===== src/rtl/alu_result_framer_if.sv =====
// Handshake bundle for alu_result_framer: upstream result word in, byte stream out.
interface alu_result_framer_if #(
    parameter int unsigned WORD_BYTES = 8
);
    logic [8*WORD_BYTES-1:0] result_i;
    logic [3:0]              nbytes_i;
    logic [7:0]              opcode_i;
    logic                    valid_i;
    logic                    ready_o;
    logic [7:0]              data_o;
    logic                    valid_o;
    logic                    ready_i;
    logic                    busy_o;

    // Framer side
    modport slave (
        input  result_i, nbytes_i, opcode_i, valid_i, ready_i,
        output ready_o, data_o, valid_o, busy_o
    );

    // Producer / consumer side
    modport master (
        output result_i, nbytes_i, opcode_i, valid_i, ready_i,
        input  ready_o, data_o, valid_o, busy_o
    );
endinterface


===== src/rtl/alu_result_framer.sv =====
// Serializes an ALU result word LSB-first onto an 8-bit valid/ready stream.
// Define RESULT_HEADER_EN to prepend the 4-byte response header.
module alu_result_framer #(
    parameter int unsigned WORD_BYTES = 8
) (
    input  logic                 clk,
    input  logic                 rst,
    alu_result_framer_if.slave   bus
);
    localparam int unsigned W     = 8 * WORD_BYTES;
    localparam logic [3:0]  MAX_N = 4'(WORD_BYTES);

`ifdef RESULT_HEADER_EN
    typedef enum logic [1:0] {S_IDLE, S_HEADER, S_DATA} state_t;
`else
    typedef enum logic [1:0] {S_IDLE, S_DATA} state_t;
`endif

    state_t       state;
    logic [W-1:0] res_q;
    logic [3:0]   n_q;
    logic [3:0]   byte_idx;
    logic [3:0]   n_in_c;
    logic         xfer_c;
    logic         last_data_c;

`ifdef RESULT_HEADER_EN
    logic [7:0]   op_q;
    logic [1:0]   hdr_idx;
    logic [15:0]  len_c;
    assign len_c = 16'(n_q) + 16'd4;
`endif

    assign n_in_c      = (bus.nbytes_i > MAX_N) ? MAX_N : bus.nbytes_i;
    assign xfer_c      = bus.valid_o && bus.ready_i;
    assign last_data_c = (byte_idx == n_q - 4'd1);

    // Byte k of the captured word; out-of-range k yields zero.
    function automatic logic [7:0] byte_sel(input logic [W-1:0] w, input logic [3:0] k);
        logic [7:0] b;
        b = 8'h00;
        for (int i = 0; i < int'(WORD_BYTES); i++) begin
            if (4'(i) == k) b = w[8*i +: 8];
        end
        return b;
    endfunction

    always_ff @(posedge clk) begin
        if (rst) begin
            state       <= S_IDLE;
            res_q       <= '0;
            n_q         <= '0;
            byte_idx    <= '0;
`ifdef RESULT_HEADER_EN
            op_q        <= '0;
            hdr_idx     <= '0;
`endif
            bus.ready_o <= 1'b0;
            bus.valid_o <= 1'b0;
            bus.data_o  <= 8'h00;
            bus.busy_o  <= 1'b0;
        end else begin
            case (state)
                S_IDLE: begin
                    bus.ready_o <= 1'b1;
                    if (bus.valid_i && bus.ready_o) begin
                        res_q    <= bus.result_i;
                        n_q      <= n_in_c;
                        byte_idx <= '0;
`ifdef RESULT_HEADER_EN
                        op_q        <= bus.opcode_i;
                        hdr_idx     <= '0;
                        state       <= S_HEADER;
                        bus.ready_o <= 1'b0;
                        bus.valid_o <= 1'b1;
                        bus.data_o  <= bus.opcode_i;
                        bus.busy_o  <= 1'b1;
`else
                        // Zero-length words carry nothing to send without a header.
                        if (n_in_c != 4'd0) begin
                            state       <= S_DATA;
                            bus.ready_o <= 1'b0;
                            bus.valid_o <= 1'b1;
                            bus.data_o  <= bus.result_i[7:0];
                            bus.busy_o  <= 1'b1;
                        end
`endif
                    end
                end
`ifdef RESULT_HEADER_EN
                S_HEADER: begin
                    if (xfer_c) begin
                        if (hdr_idx == 2'd3) begin
                            if (n_q != 4'd0) begin
                                state      <= S_DATA;
                                bus.data_o <= res_q[7:0];
                            end else begin
                                state       <= S_IDLE;
                                bus.valid_o <= 1'b0;
                                bus.data_o  <= 8'h00;
                                bus.busy_o  <= 1'b0;
                                bus.ready_o <= 1'b1;
                            end
                        end else begin
                            hdr_idx <= hdr_idx + 2'd1;
                            case (hdr_idx)
                                2'd0:    bus.data_o <= 8'h00;
                                2'd1:    bus.data_o <= len_c[7:0];
                                default: bus.data_o <= len_c[15:8];
                            endcase
                        end
                    end
                end
`endif
                S_DATA: begin
                    if (xfer_c) begin
                        if (last_data_c) begin
                            state       <= S_IDLE;
                            bus.valid_o <= 1'b0;
                            bus.data_o  <= 8'h00;
                            bus.busy_o  <= 1'b0;
                            bus.ready_o <= 1'b1;
                        end else begin
                            byte_idx   <= byte_idx + 4'd1;
                            bus.data_o <= byte_sel(res_q, byte_idx + 4'd1);
                        end
                    end
                end
                default: state <= S_IDLE;
            endcase
        end
    end
endmodule


===== src/flat_wrapper.sv =====
// flat-port wrapper written by rule: the top's interface ports become plain ports
module alu_result_framer_flat 
#(
    parameter int unsigned WORD_BYTES = 8
)
  (clk, rst, bus_result_i, bus_nbytes_i, bus_opcode_i, bus_valid_i, bus_ready_i, bus_ready_o, bus_data_o, bus_valid_o, bus_busy_o);
  alu_result_framer_if #(.WORD_BYTES(WORD_BYTES)) bus_i ();
  input  logic clk;
  input  logic rst;
  input wire logic [$bits(bus_i.result_i)-1:0] bus_result_i;
  input wire logic [$bits(bus_i.nbytes_i)-1:0] bus_nbytes_i;
  input wire logic [$bits(bus_i.opcode_i)-1:0] bus_opcode_i;
  input wire logic [$bits(bus_i.valid_i)-1:0] bus_valid_i;
  input wire logic [$bits(bus_i.ready_i)-1:0] bus_ready_i;
  output wire logic [$bits(bus_i.ready_o)-1:0] bus_ready_o;
  output wire logic [$bits(bus_i.data_o)-1:0] bus_data_o;
  output wire logic [$bits(bus_i.valid_o)-1:0] bus_valid_o;
  output wire logic [$bits(bus_i.busy_o)-1:0] bus_busy_o;
  assign bus_i.result_i = bus_result_i;
  assign bus_i.nbytes_i = bus_nbytes_i;
  assign bus_i.opcode_i = bus_opcode_i;
  assign bus_i.valid_i = bus_valid_i;
  assign bus_i.ready_i = bus_ready_i;
  assign bus_ready_o = bus_i.ready_o;
  assign bus_data_o = bus_i.data_o;
  assign bus_valid_o = bus_i.valid_o;
  assign bus_busy_o = bus_i.busy_o;
  alu_result_framer #(.WORD_BYTES(WORD_BYTES)) u_core (.clk(clk), .rst(rst), .bus(bus_i));
endmodule

===== config.mk =====
export PLATFORM = sky130hd
export DESIGN_NAME = alu_result_framer_flat
export DESIGN_NICKNAME = d
export VERILOG_FILES = /design/src/rtl/alu_result_framer_if.sv /design/src/rtl/alu_result_framer.sv /design/src/flat_wrapper.sv
export SDC_FILE = /design/constraint.sdc
export NUM_CORES = 1
export LEC_CHECK = 0
export ABC_AREA = 1
export CAP_MARGIN = 40
export CORE_MARGIN = 2
export CORE_UTILIZATION = 40
export DETAILED_ROUTE_END_ITERATION = 16
export PLACE_DENSITY_LB_ADDON = 0.1
export SLEW_MARGIN = 20
export SYNTH_ARGS = -nofsm -noshare
export SYNTH_HDL_FRONTEND = slang
export SYNTH_SLANG_ARGS = --single-unit

===== constraint.sdc =====
create_clock -name clk -period 3.6 [get_ports clk]
set_clock_uncertainty 0.2 [all_clocks]
set_input_delay 0.72 -clock clk [delete_from_list [all_inputs] [get_ports clk]]
set_output_delay 0.72 -clock clk [all_outputs]
set_load 0.01 [all_outputs]

-- Word level (Yosys, flattened, before mapping)
Index checks and enable logic that the tools add are counted.
- $add $sub $neg: 2
- $lt $le $gt $ge: 1
- equality and inequality tests: 14
- mux-type cells: 33
- reduce and logical (&&, ||, !) cells: 12
- operators with widths (kind ; count):
    8-bit two-way mux ; 12
    3-bit by 4-bit equality test with 1-bit output, first input constant ; 4
    4-bit two-way mux ; 4
    8-bit case mux with 2 select lines ; 1
    4-bit AND reduction ; 3
    2-bit by 4-bit equality test with 1-bit output, first input constant ; 2
    1-bit two-way mux ; 8
    2-bit two-way mux ; 4
    2-bit by 1-bit != test with 1-bit output, second input constant ; 4
    4-bit case mux with 2 select lines ; 1
    5-bit AND reduction ; 1
    4-bit by 1-bit adder with 4-bit output, second input constant ; 1
    1-bit by 4-bit equality test with 1-bit output, first input constant ; 1
    4-bit equality test ; 1
    4-bit > comparator, second input constant ; 1
    4-bit zero test ; 1
    1-bit case mux with 2 select lines ; 2
    2-bit case mux with 2 select lines ; 1
    4-bit nonzero test ; 1
    4-bit by 1-bit subtractor with 4-bit output, second input constant ; 1
    3-bit AND reduction ; 1
    2-bit by 1-bit equality test with 1-bit output, second input constant ; 1
    1-bit logical AND ; 2
    2-bit zero test ; 1
    3 further kinds ; 3
- register bits after elaboration: 84
- input bits: 80
- output and inout bits: 11
- logic and storage cells: 69

-- Depth between registers and ports, before layout
- depth after elaboration: 13
- mapped depth: 15

-- Worst setup path after synthesis
Ideal clock, no wire load.
- path kind: input-to-reg
- start: input port bus_valid_i
- end: register u_core.bus.data_o[1]
- library setup time: 0.122 ns
- arrival time: 1.818 ns
- data required time: 3.278 ns
- path slack: 1.461 ns
- stages: 9
- cells stage by stage: nand3_1 > buf_2 > inv_2 > o41ai_1 > inv_1 > nor2_2 > inv_1 > o21ai_0 > a21oi_2
- cells in the longest elaborated chain, start to end: 3
- RTL lines (element ; line ; source):
    from (decl) ; flat_wrapper.sv:13 ; input wire logic [$bits(bus_i.valid_i)-1:0] bus_valid_i;
    1-bit logical AND ; alu_result_framer.sv:66 ; if (bus.valid_i && bus.ready_o) begin
    2-bit by 1-bit != test with 1-bit output (no line) ; -- ;
    4-bit AND reduction (no line) ; -- ;
    to (signal assigned) ; alu_result_framer.sv:84 ; bus.data_o <= bus.result_i[7:0];
    to (signal assigned) ; alu_result_framer.sv:125 ; bus.data_o <= byte_sel(res_q, byte_idx + 4'd1);
    to (decl) ; alu_result_framer_if.sv:18 ; output ready_o, data_o, valid_o, busy_o
No other way between the ends.
A chain may end at the register's enable or synchronous reset.

-- Final worst setup path
- start: register u_core.byte_idx[1]
- end: register u_core.bus.data_o[4]
- cells in the longest elaborated chain, start to end: 13
- RTL lines (element ; line ; source):
    from (decl) ; alu_result_framer.sv:22 ; logic [3:0] byte_idx;
    from (signal assigned) ; alu_result_framer.sv:124 ; byte_idx <= byte_idx + 4'd1;
    4-bit by 1-bit adder with 4-bit output ; alu_result_framer.sv:125 ;
    4-bit zero test ; alu_result_framer.sv:43 ; if (4'(i) == k) b = w[8*i +: 8];
    8-bit two-way mux (8 in series) ; alu_result_framer.sv:43 ;
    8-bit two-way mux * ; alu_result_framer.sv:117 ; if (last_data_c) begin
    8-bit two-way mux * ; alu_result_framer.sv:116 ; if (xfer_c) begin
    8-bit case mux with 2 select lines * ; alu_result_framer.sv:63 ; case (state)
Every way passes the cells marked *; elsewhere a longest branch is shown, timed or not. The select of a mux whose other input is x is not followed.

==> flow_summary.json <==
{
  "root_buffer": "clkbuf_8",
  "final.fill_count": 966,
  "crit_arrival_ns": 2.65,
  "grt_use_met2_pct": 30.52,
  "post-cts-setup-buffers": 0,
  "cts.sink_count": 82,
  "finalWorstSetupSlack_ns": 1.055,
  "grt_use_met3_pct": 3.830,
  "fin_hold_ws_ns": 0.2514,
  "crit_path_start_kind": "flip-flop",
  "place_congestion": 0.8696,
  "yosysWarningCount": 0,
  "finalHoldViolations": 0,
  "crit_top_cell": "nand3_1",
  "routed_wl_um": 9695,
  "top_usage_layer": "met2",
  "required_ns": 3.70,
  "status": "finished clean",
  "die_width_um": 102.1,
  "hold_class": "reg2reg",
  "diodes": 0,
  "grt_antenna_before_repair": 0,
  "clk_pin_slew_ns": 0.09,
  "ant_nets": 0,
  "cap_violations": 0,
  "drv_slew": 0,
  "start_util_pct": 41.50,
  "crit_type": "reg2reg",
  "dr.pass1.iters": 4,
  "slowest_stage": "xnor2_2",
  "h-tree-depth": 3,
  "rows": 35,
  "grt_max_degree": 49,
  "die_h_um": 102.1,
  "numCtsBuffers": 9,
  "ys_seq_area_share_pct": 42.61,
  "avgSynthCellArea_um2": 6.966,
  "cp_top_family": "simple AND/OR/NAND/NOR gates",
  "worstSetupEndpointType": "flip-flop",
  "fmax_mhz": 393.0,
  "syn-instance-count": 553,
  "utilization_pct": 53.72,
  "vias_per_cell": 4.826,
  "die_area_mm2": 0.01043,
  "grt_overflow_total": 0,
  "cp_cell_sequence": "ha_1 > xnor2_2 > nand2_2 > nor2_2 > nand3_1 > nand3_1 > nand3_1 > nand3_1 > nand2_1 > nand2_1 > nand2_1 > a21oi_2",
  "path_max_fanout": 9,
  "met1_usage_pct": 24.97,
  "ioPinCount": 91,
  "max-vdd-ir-drop_mv": 0.1814,
  "layout-drive-gt1-share_pct": 7.313,
  "drc": 0,
  "wl_per_cell_um": 12.79,
  "drt_iter0_drc": 153,
  "cts_tree": "done",
  "fin_crit_sh_pct": 70.69,
  "ctsHoldBuffers": 0,
  "clk_latency_ns": 0.36,
  "syn_nets": 639,
  "timing.setup.tns_ns": 0,
  "ys_ff_latch": 82,
  "grt_pass1_wl_um": 15550,
  "critical_path.max_stage_delay_ns": 0.45,
  "worstPathBufferInverterCount": 0,
  "leakage_uw": 0.001951,
  "nets": 710,
  "gr-usage-all-layers_pct": 19.17,
  "power_density_mw_per_mm2": 450.7,
  "rsz0062_at_grt": "false",
  "dp_hpwl_um": 7299,
  "power_uw": 2248,
  "core_region_area_mm2": 0.009284,
  "final.min_clock_period_ns": 2.545,
  "port_buffers": 82,
  "finalSetupViolCount": 0,
  "grt_pass1_vias": 3410,
  "cts_buffer_depth": 2,
  "pre_cts_slack_ns": 0.7195,
  "syn2layout_area_growth_pct": 29.46,
  "worst_slew_pin_slew_ns": 0.5527,
  "syn-cell-area_mm2": 0.003852,
  "dr_total_vias": 3658,
  "cts.repair.resized": 0,
  "yosysUniqueCellTypes": 30,
  "relSlewSlack_pct": 62.97
}
cells by family after synthesis:
kind of cell               synth area share (%)
and+or+nand+nor                           21.66
AOI/OAI and AO/OA                         22.35
buffers and inverters                     10.33
DFF                                       42.61
adders and majority gates                 1.949
xor gates and xnor gates                  1.104
metal layers:
| layer | vias to the layer above | part of all wire [%] |
|---|---|---|
| li1 | 1929 | - |
| met1 | 1618 | 47 |
| met2 | 92 | 45 |
| met3 | 19 | 5.0 |
| met4 | 0 | 2.4 |
| met5 | - | 0 |
synth_stat cells, drive strengths merged:
| master | count | share of area, % |
|---|---|---|
| nor3 | 1 | 0.13 |
| ha | 6 | 1.9 |
| nand4 | 4 | 0.65 |
| nor2 | 63 | 6.5 |
| a21oi | 69 | 9.6 |
| nand2 | 86 | 8.6 |
| buf | 11 | 1.3 |
| o21ai | 90 | 12 |
| xor2 | 1 | 0.23 |
| dfxtp | 82 | 43 |
| a211oi | 3 | 0.58 |
| o41ai | 1 | 0.23 |
| nand3 | 38 | 5.4 |
| inv | 74 | 7.2 |
| xnor2 | 3 | 0.88 |
| o211ai | 1 | 0.19 |
| clkinv | 1 | 0.13 |
| clkbuf | 17 | 1.7 |
| or2 | 2 | 0.32 |
worst register-to-register path, cell delays in order (launching register included):
cell and delay (ns):
dfxtp_1 0.40, ha_1 0.25, xnor2_2 0.45, nand2_2 0.13, nor2_2 0.24, nand3_1 0.12
nand3_1 0.12, nand3_1 0.08, nand3_1 0.12, nand2_1 0.07, nand2_1 0.11, nand2_1 0.08
a21oi_2 0.11
per-stage QoR:
step | cells | cell area (µm²)
after floorplan | 553 | 3852
after global placement | 742 | 4770
after detailed placement | 742 | 4770
after CTS | 758 | 4987
after global routing | 758 | 4987
final | 758 | 4987
path summary, 6_finish.rpt:
| kind | endpoint | slack (ns) | from | cells after the start |
|---|---|---|---|---|
| worst min register to register | u_core.res_q[50] | 0.25 | u_core.res_q[50] | 2 |
| worst max-delay path | u_core.bus.data_o[4] | 1.06 | u_core.byte_idx[1] | 12 |
| worst min-delay path | u_core.res_q[50] | 0.25 | u_core.res_q[50] | 2 |
| worst max register to register | u_core.bus.data_o[4] | 1.06 | u_core.byte_idx[1] | 12 |
cell usage in the layout (no fill, tap or decap), drive strengths merged, types with 2 or more instances in the layout:
master	count
nand4	4
or2	2
nand2	86
clkinv	3
nand3	38
bufinv	2
inv	75
dfxtp	82
buf	6
nor2	63
xnor2	3
a211oi	3
clkdlybuf4s50	82
o21ai	90
ha	6
clkbuf	10
a21oi	69
flip-flops by register name, indices dropped and copies added, names as in the netlist:
name / cells
u_core.res_q: 64
u_core.byte_idx: 4
u_core.n_q: 4
u_core.bus.data_o: 8
u_core.state: 1
u_core.bus.ready_o: 1
cell type report:
class                           instances  area [µm²]  share of cell area (%)
Clock buffer                           10       127.6                   2.559
Sequential cell                        82        1642                   32.92
Timing Repair Buffer                   88       865.8                   17.36
Inverter                               75       282.8                   5.670
Tap cell                              129       161.4                   3.236
Clock inverter                          6       90.09                   1.806
Multi-Input combinational cell        368        1818                   36.45
report_power, final:
part           total (µW)  switching [µW]  internal [µW]
Combinational         463             254            209
Clock                 739             345            393
Sequential           1050            44.6           1000
Total                2250             644           1600
No activity file was read; power rests on OpenSTA's default activity.
==> variant 1, RTL diff (same flow settings) <==
The option `RESULT_HEADER_EN` is turned on by a define.
--- a/src/rtl/alu_result_framer.sv
+++ b/src/rtl/alu_result_framer.sv
@@ -1,5 +1,7 @@
 // Serializes an ALU result word LSB-first onto an 8-bit valid/ready stream.
 // Define RESULT_HEADER_EN to prepend the 4-byte response header.
+`define RESULT_HEADER_EN
+
 module alu_result_framer #(
     parameter int unsigned WORD_BYTES = 8
 ) (
Function: changed (Yosys sat finds a counterexample within 4 cycles, from zero or initial values and one cycle with rst high).
==> variant 1 against the unedited design <==
  * Wire length up 18%
  * Sequential cell count increased by 4
  * Worst setup slack worse by 0.11 ns
  * Via count rose by 16%
  * Cell area grew 13%
  * Area after synthesis rose by 16%
  * Largest cell class unchanged
  * Utilization down 1.8 points
Power is not compared: it rests on default switching activity, and its combinational part moved more than twofold at a synthesized area within 25%.
==> variant 1: results (changes against the unedited design) <==
* Hold_sp: u_core.res_q[45]
* Outcome: finished clean
* Largest net degree at the start of global routing at 133 (+170%)
* Syn Inst Count at 640 (+16%)
* GR Util All Layers at 0.202 (+0.00988)
* Post-placement cell area at 5440 um2 (+14%)
* Layout cells sized above 1 at 0.0587 (-0.0144)
* Inserted Diodes at 0 (unchanged)
* Clock Tree Root: clkbuf_8
* Initial detailed-routing violation count at 193 (+26%)
* Post-CTS Setup Repair Bufs at 0 (unchanged)
* Largest regs: u_core.res_q (64), u_core.bus.data_o (8)
* Dpl ws at 0.894 ns (+0.175 ns)
* DP HPWL at 8530 um (+17%)
* Leak Pwr at 2.17 nW
* FILL cells at 1104 (+14%)
* Drt pass-1 iters at 4 (unchanged)
* Worst r2r path cells at 13 (+1)
* Final-stage net count at 805 (+13%)
* Vias at 4229 (+16%)
* Port Buffers at 90 (+9.8%)
* Top FF cell, synth: dfxtp_1
* Post_cts resized at 0 (unchanged)
* Vias in the first global route at 4049 (+19%)
* Tightest Hold Check Type: reg2reg
* Synth cell count leaders: inv_1, nand2_1, a21oi_1, dfxtp_1, o21ai_0
* Worst skew pair latency at 0.37 ns
* CTS H-tree depth at 3 (unchanged)
* Normalized max-slew margin at 0.538 (-0.0918)
* Syn. warnings at 0 (unchanged)
* Worst Setup EP: u_core.bus.data_o[3]
* Ys async rst share at 0 (unchanged)
* Internal reg-to-reg setup slack at 0.94 ns (-0.11 ns)
* Aggregate global routing overflow at 0 (unchanged)
* GPL Wtd Cong at 0.909 (+4.5%)
* Worst hold slack at 0.243 ns (-0.00826 ns)
* Seq/Total Area, Yosys at 0.386 (-0.0400)
* Top cells by area, synth: dfxtp_1, a21oi_1, o21ai_0
* Num CTS Buffers at 9 (unchanged)
* Initial antenna violation count at 0 (unchanged)
* Hold path depth at 2 (unchanged)
* Final Critical Period at 2.66 ns (+0.115 ns)
* Drt wl/cell at 13.4 um (+4.4%)
* Placed Instances at 840 (+13%)
* Endpoint, Worst Hold: u_core.res_q[45]
* Clock transition at the registers of the reported paths at 0.08 ns
* Final Util at 0.519 (-0.0182)
* CP Max Fanout at 17 (+8)
* First-pass GRT wire length at 18900 um (+22%)
* Mapped Nets at 734 (+15%)
* Worst VDD drop at 0.265 mV
* CP Data Arrival Time at 2.76 ns (+0.11 ns)
* Cell variety after synth at 27 (-10%)
* Sw Share at 0.416
* Max clock buf depth at 2 (unchanged)
* Fin cells at 855 (+13%)
* Setup crit start: u_core.byte_idx[0]
==> variant 1: cell type report <==
cell class | count | area (um2) | share of cell area
Tap cell | 140 | 175 | 0.0311
Sequential cell | 86 | 1720 | 0.306
Timing Repair Buffer | 96 | 962 | 0.171
Clock buffer | 11 | 141 | 0.0251
Inverter | 115 | 434 | 0.0772
Clock inverter | 4 | 47.5 | 0.00845
Multi-Input combinational cell | 403 | 2140 | 0.381
==> variant 1: cells by family after synthesis <==
| kind of cell | share of synthesized area |
|---|---|
| buffers and inverters | 0.136 |
| adders and majority gates | 0.0393 |
| and+or+nand+nor | 0.192 |
| xor gates and xnor gates | 0.0135 |
| AOI/OAI and AO/OA | 0.234 |
| DFF | 0.386 |
==> variant 1: worst max-delay path, stage by stage (launching register included) <==
cell and delay (ns):
dfxtp_1 0.39, ha_1 0.26, xnor2_2 0.55, buf_6 0.25, nand3_2 0.17, nand3_1 0.16, nand2_1 0.08, nand4_1 0.08
nand2_1 0.07, nand2_1 0.08, nand2_1 0.06, nand2_1 0.07, nand2_1 0.07, a21oi_2 0.11
==> variant 1: layer usage <==
layer,GRT usage,up-vias,part of all wire
met5,0,-,0
met4,0.0669,0,0.014
met3,0.0415,14,0.045
met2,0.331,98,0.47
met1,0.264,1889,0.47
li1,-,2228,-
==> variant 1: power groups by stage <==
stage                     Clock, mW  Combinational [mW]  Sequential [mW]
after floorplan                   0                1.21             1.36
after global placement            0                1.69             1.39
after detailed placement          0                1.72             1.39
after CTS                     0.684                1.73             1.38
after global routing          0.723                1.96             1.40
final                         0.664                1.72             1.38
==> variant 2, RTL diff (config.mk and constraints unchanged) <==
Without the edit above. Reset style: asynchronous (`rst`), changed in one clocked block.
--- a/src/rtl/alu_result_framer.sv
+++ b/src/rtl/alu_result_framer.sv
@@ -45,7 +45,7 @@
         return b;
     endfunction
 
-    always_ff @(posedge clk) begin
+    always_ff @(posedge clk or posedge rst) begin
         if (rst) begin
             state       <= S_IDLE;
             res_q       <= '0;
Behaviour: differs if rst is asserted again (counterexample within 4 cycles, from zero or initial values and one cycle with rst high); with rst held inactive, the same outputs for 10 cycles.
==> variant 2 against the unedited design <==
  * Area after synthesis grew 8.9%
  * Wire length rose by 1.7%
  * Synthesized cell count down 2.0%
  * Critical path depth stayed put
  * Cell area increased by 6.1%
  * Via count down 3.7%
  * Sequential cell count is the same
  * Hold slack better by 0.028 ns
  * Maximum frequency rose by 2.4%
  * Worst setup slack better by 0.061 ns
  * Critical endpoint is now u_core.bus.data_o[3]
Power is not compared: it rests on default switching activity, and its combinational part moved more than twofold at a synthesized area within 25%.
==> variant 2: results (changes against the unedited design) <==
* Outcome: finished clean
* CP max stage delay at 0.48 ns (+0.03 ns)
* Nonclk buf count at 86 (-2.3%)
* CP Max Fanout at 16 (+7)
* Largest net degree at the start of global routing at 91 (+86%)
* Met2 Track Usage GR at 0.276 (-0.0291)
* Final-stage net count at 702 (-1.1%)
* CP Data Arrival Time at 2.52 ns (-0.13 ns)
* GPL Wtd Cong at 0.803 (-7.6%)
* Initial detailed-routing violation count at 169 (+10%)
* Met2 routed WL at 4160 um (-5.6%)
* M1 GR Usage at 0.277 (+0.0273)
* Setup crit start: u_core.byte_idx[0]
* Clock network area share at 0.0364 (-0.00723)
* Multi-input combinational gate total at 374 (+1.6%)
* Slowest CP cell: dfrtp_1
* Vias in the first global route at 3421 (+0.32%)
* Final Cycle Share at 0.690 (-0.0168)
* Largest cell class: sequential cells
* Core box area at 10200 um2 (+10%)
* DP HPWL at 7100 um (-2.7%)
* GR Util All Layers at 0.185 (-0.00673)
* Cell variety after synth at 31 (+3.3%)
* Internal reg-to-reg setup slack at 1.12 ns (+0.06 ns)
* Fraction of area in registers at 0.388 (+0.0587)
* Placed Instances at 741 (-0.13%)
* Endpoint, Worst Hold: u_core.res_q[47]
* Via density at 4.66 (-3.4%)
* Layout cells sized above 1 at 0.0726 (-0.000551)
* Met3 GRT Util at 0.0270 (-0.0113)
* Top FF cell, synth: dfrtp_1
* M1 WL at 5170 um (+13%)
* Non-Clock Buffer Area Fraction at 0.163 (-0.0104)
* Dpl ws at 0.958 ns (+0.238 ns)
* Hold_sp: u_core.res_q[47]
* Port Buffers at 82 (unchanged)
* Worst Setup EP: u_core.bus.data_o[3]
* Ys async rst share at 1.00 (+1.00)
* Fin cells at 756 (-0.26%)
[variant 2: changes by cell type in the layout (fill, tap and decap cells not counted), sizes merged, moves of 15 or more]
cell | before | now
dfxtp | 82 | 0
nand3 | 38 | 18
a21oi | 69 | 22
nand2 | 86 | 219
dfrtp | 0 | 82
nor2 | 63 | 27
o21ai | 90 | 55
nand4 | 4 | 19
[variant 2: logic make-up (layout without fill, tap and decap cells)]
logic type                 Yosys count  in the layout  synth area share
DFF                                 82             82             0.489
xor gates and xnor gates             6              6            0.0143
buffers and inverters               86            164            0.0883
adders and majority gates            6              6            0.0179
AOI/OAI and AO/OA                   78             78            0.0993
and+or+nand+nor                    284            284             0.291
[variant 2: stage by stage]
step                      total power [mW]  hold WS (ns)  utilization
final                                 4.46         0.279        0.517
after global routing                  4.89         0.296        0.517
after CTS                             4.50         0.281        0.517
after detailed placement              3.82         0.260        0.498
after global placement                3.77         0.258        0.498
after floorplan                       3.20         0.242            -
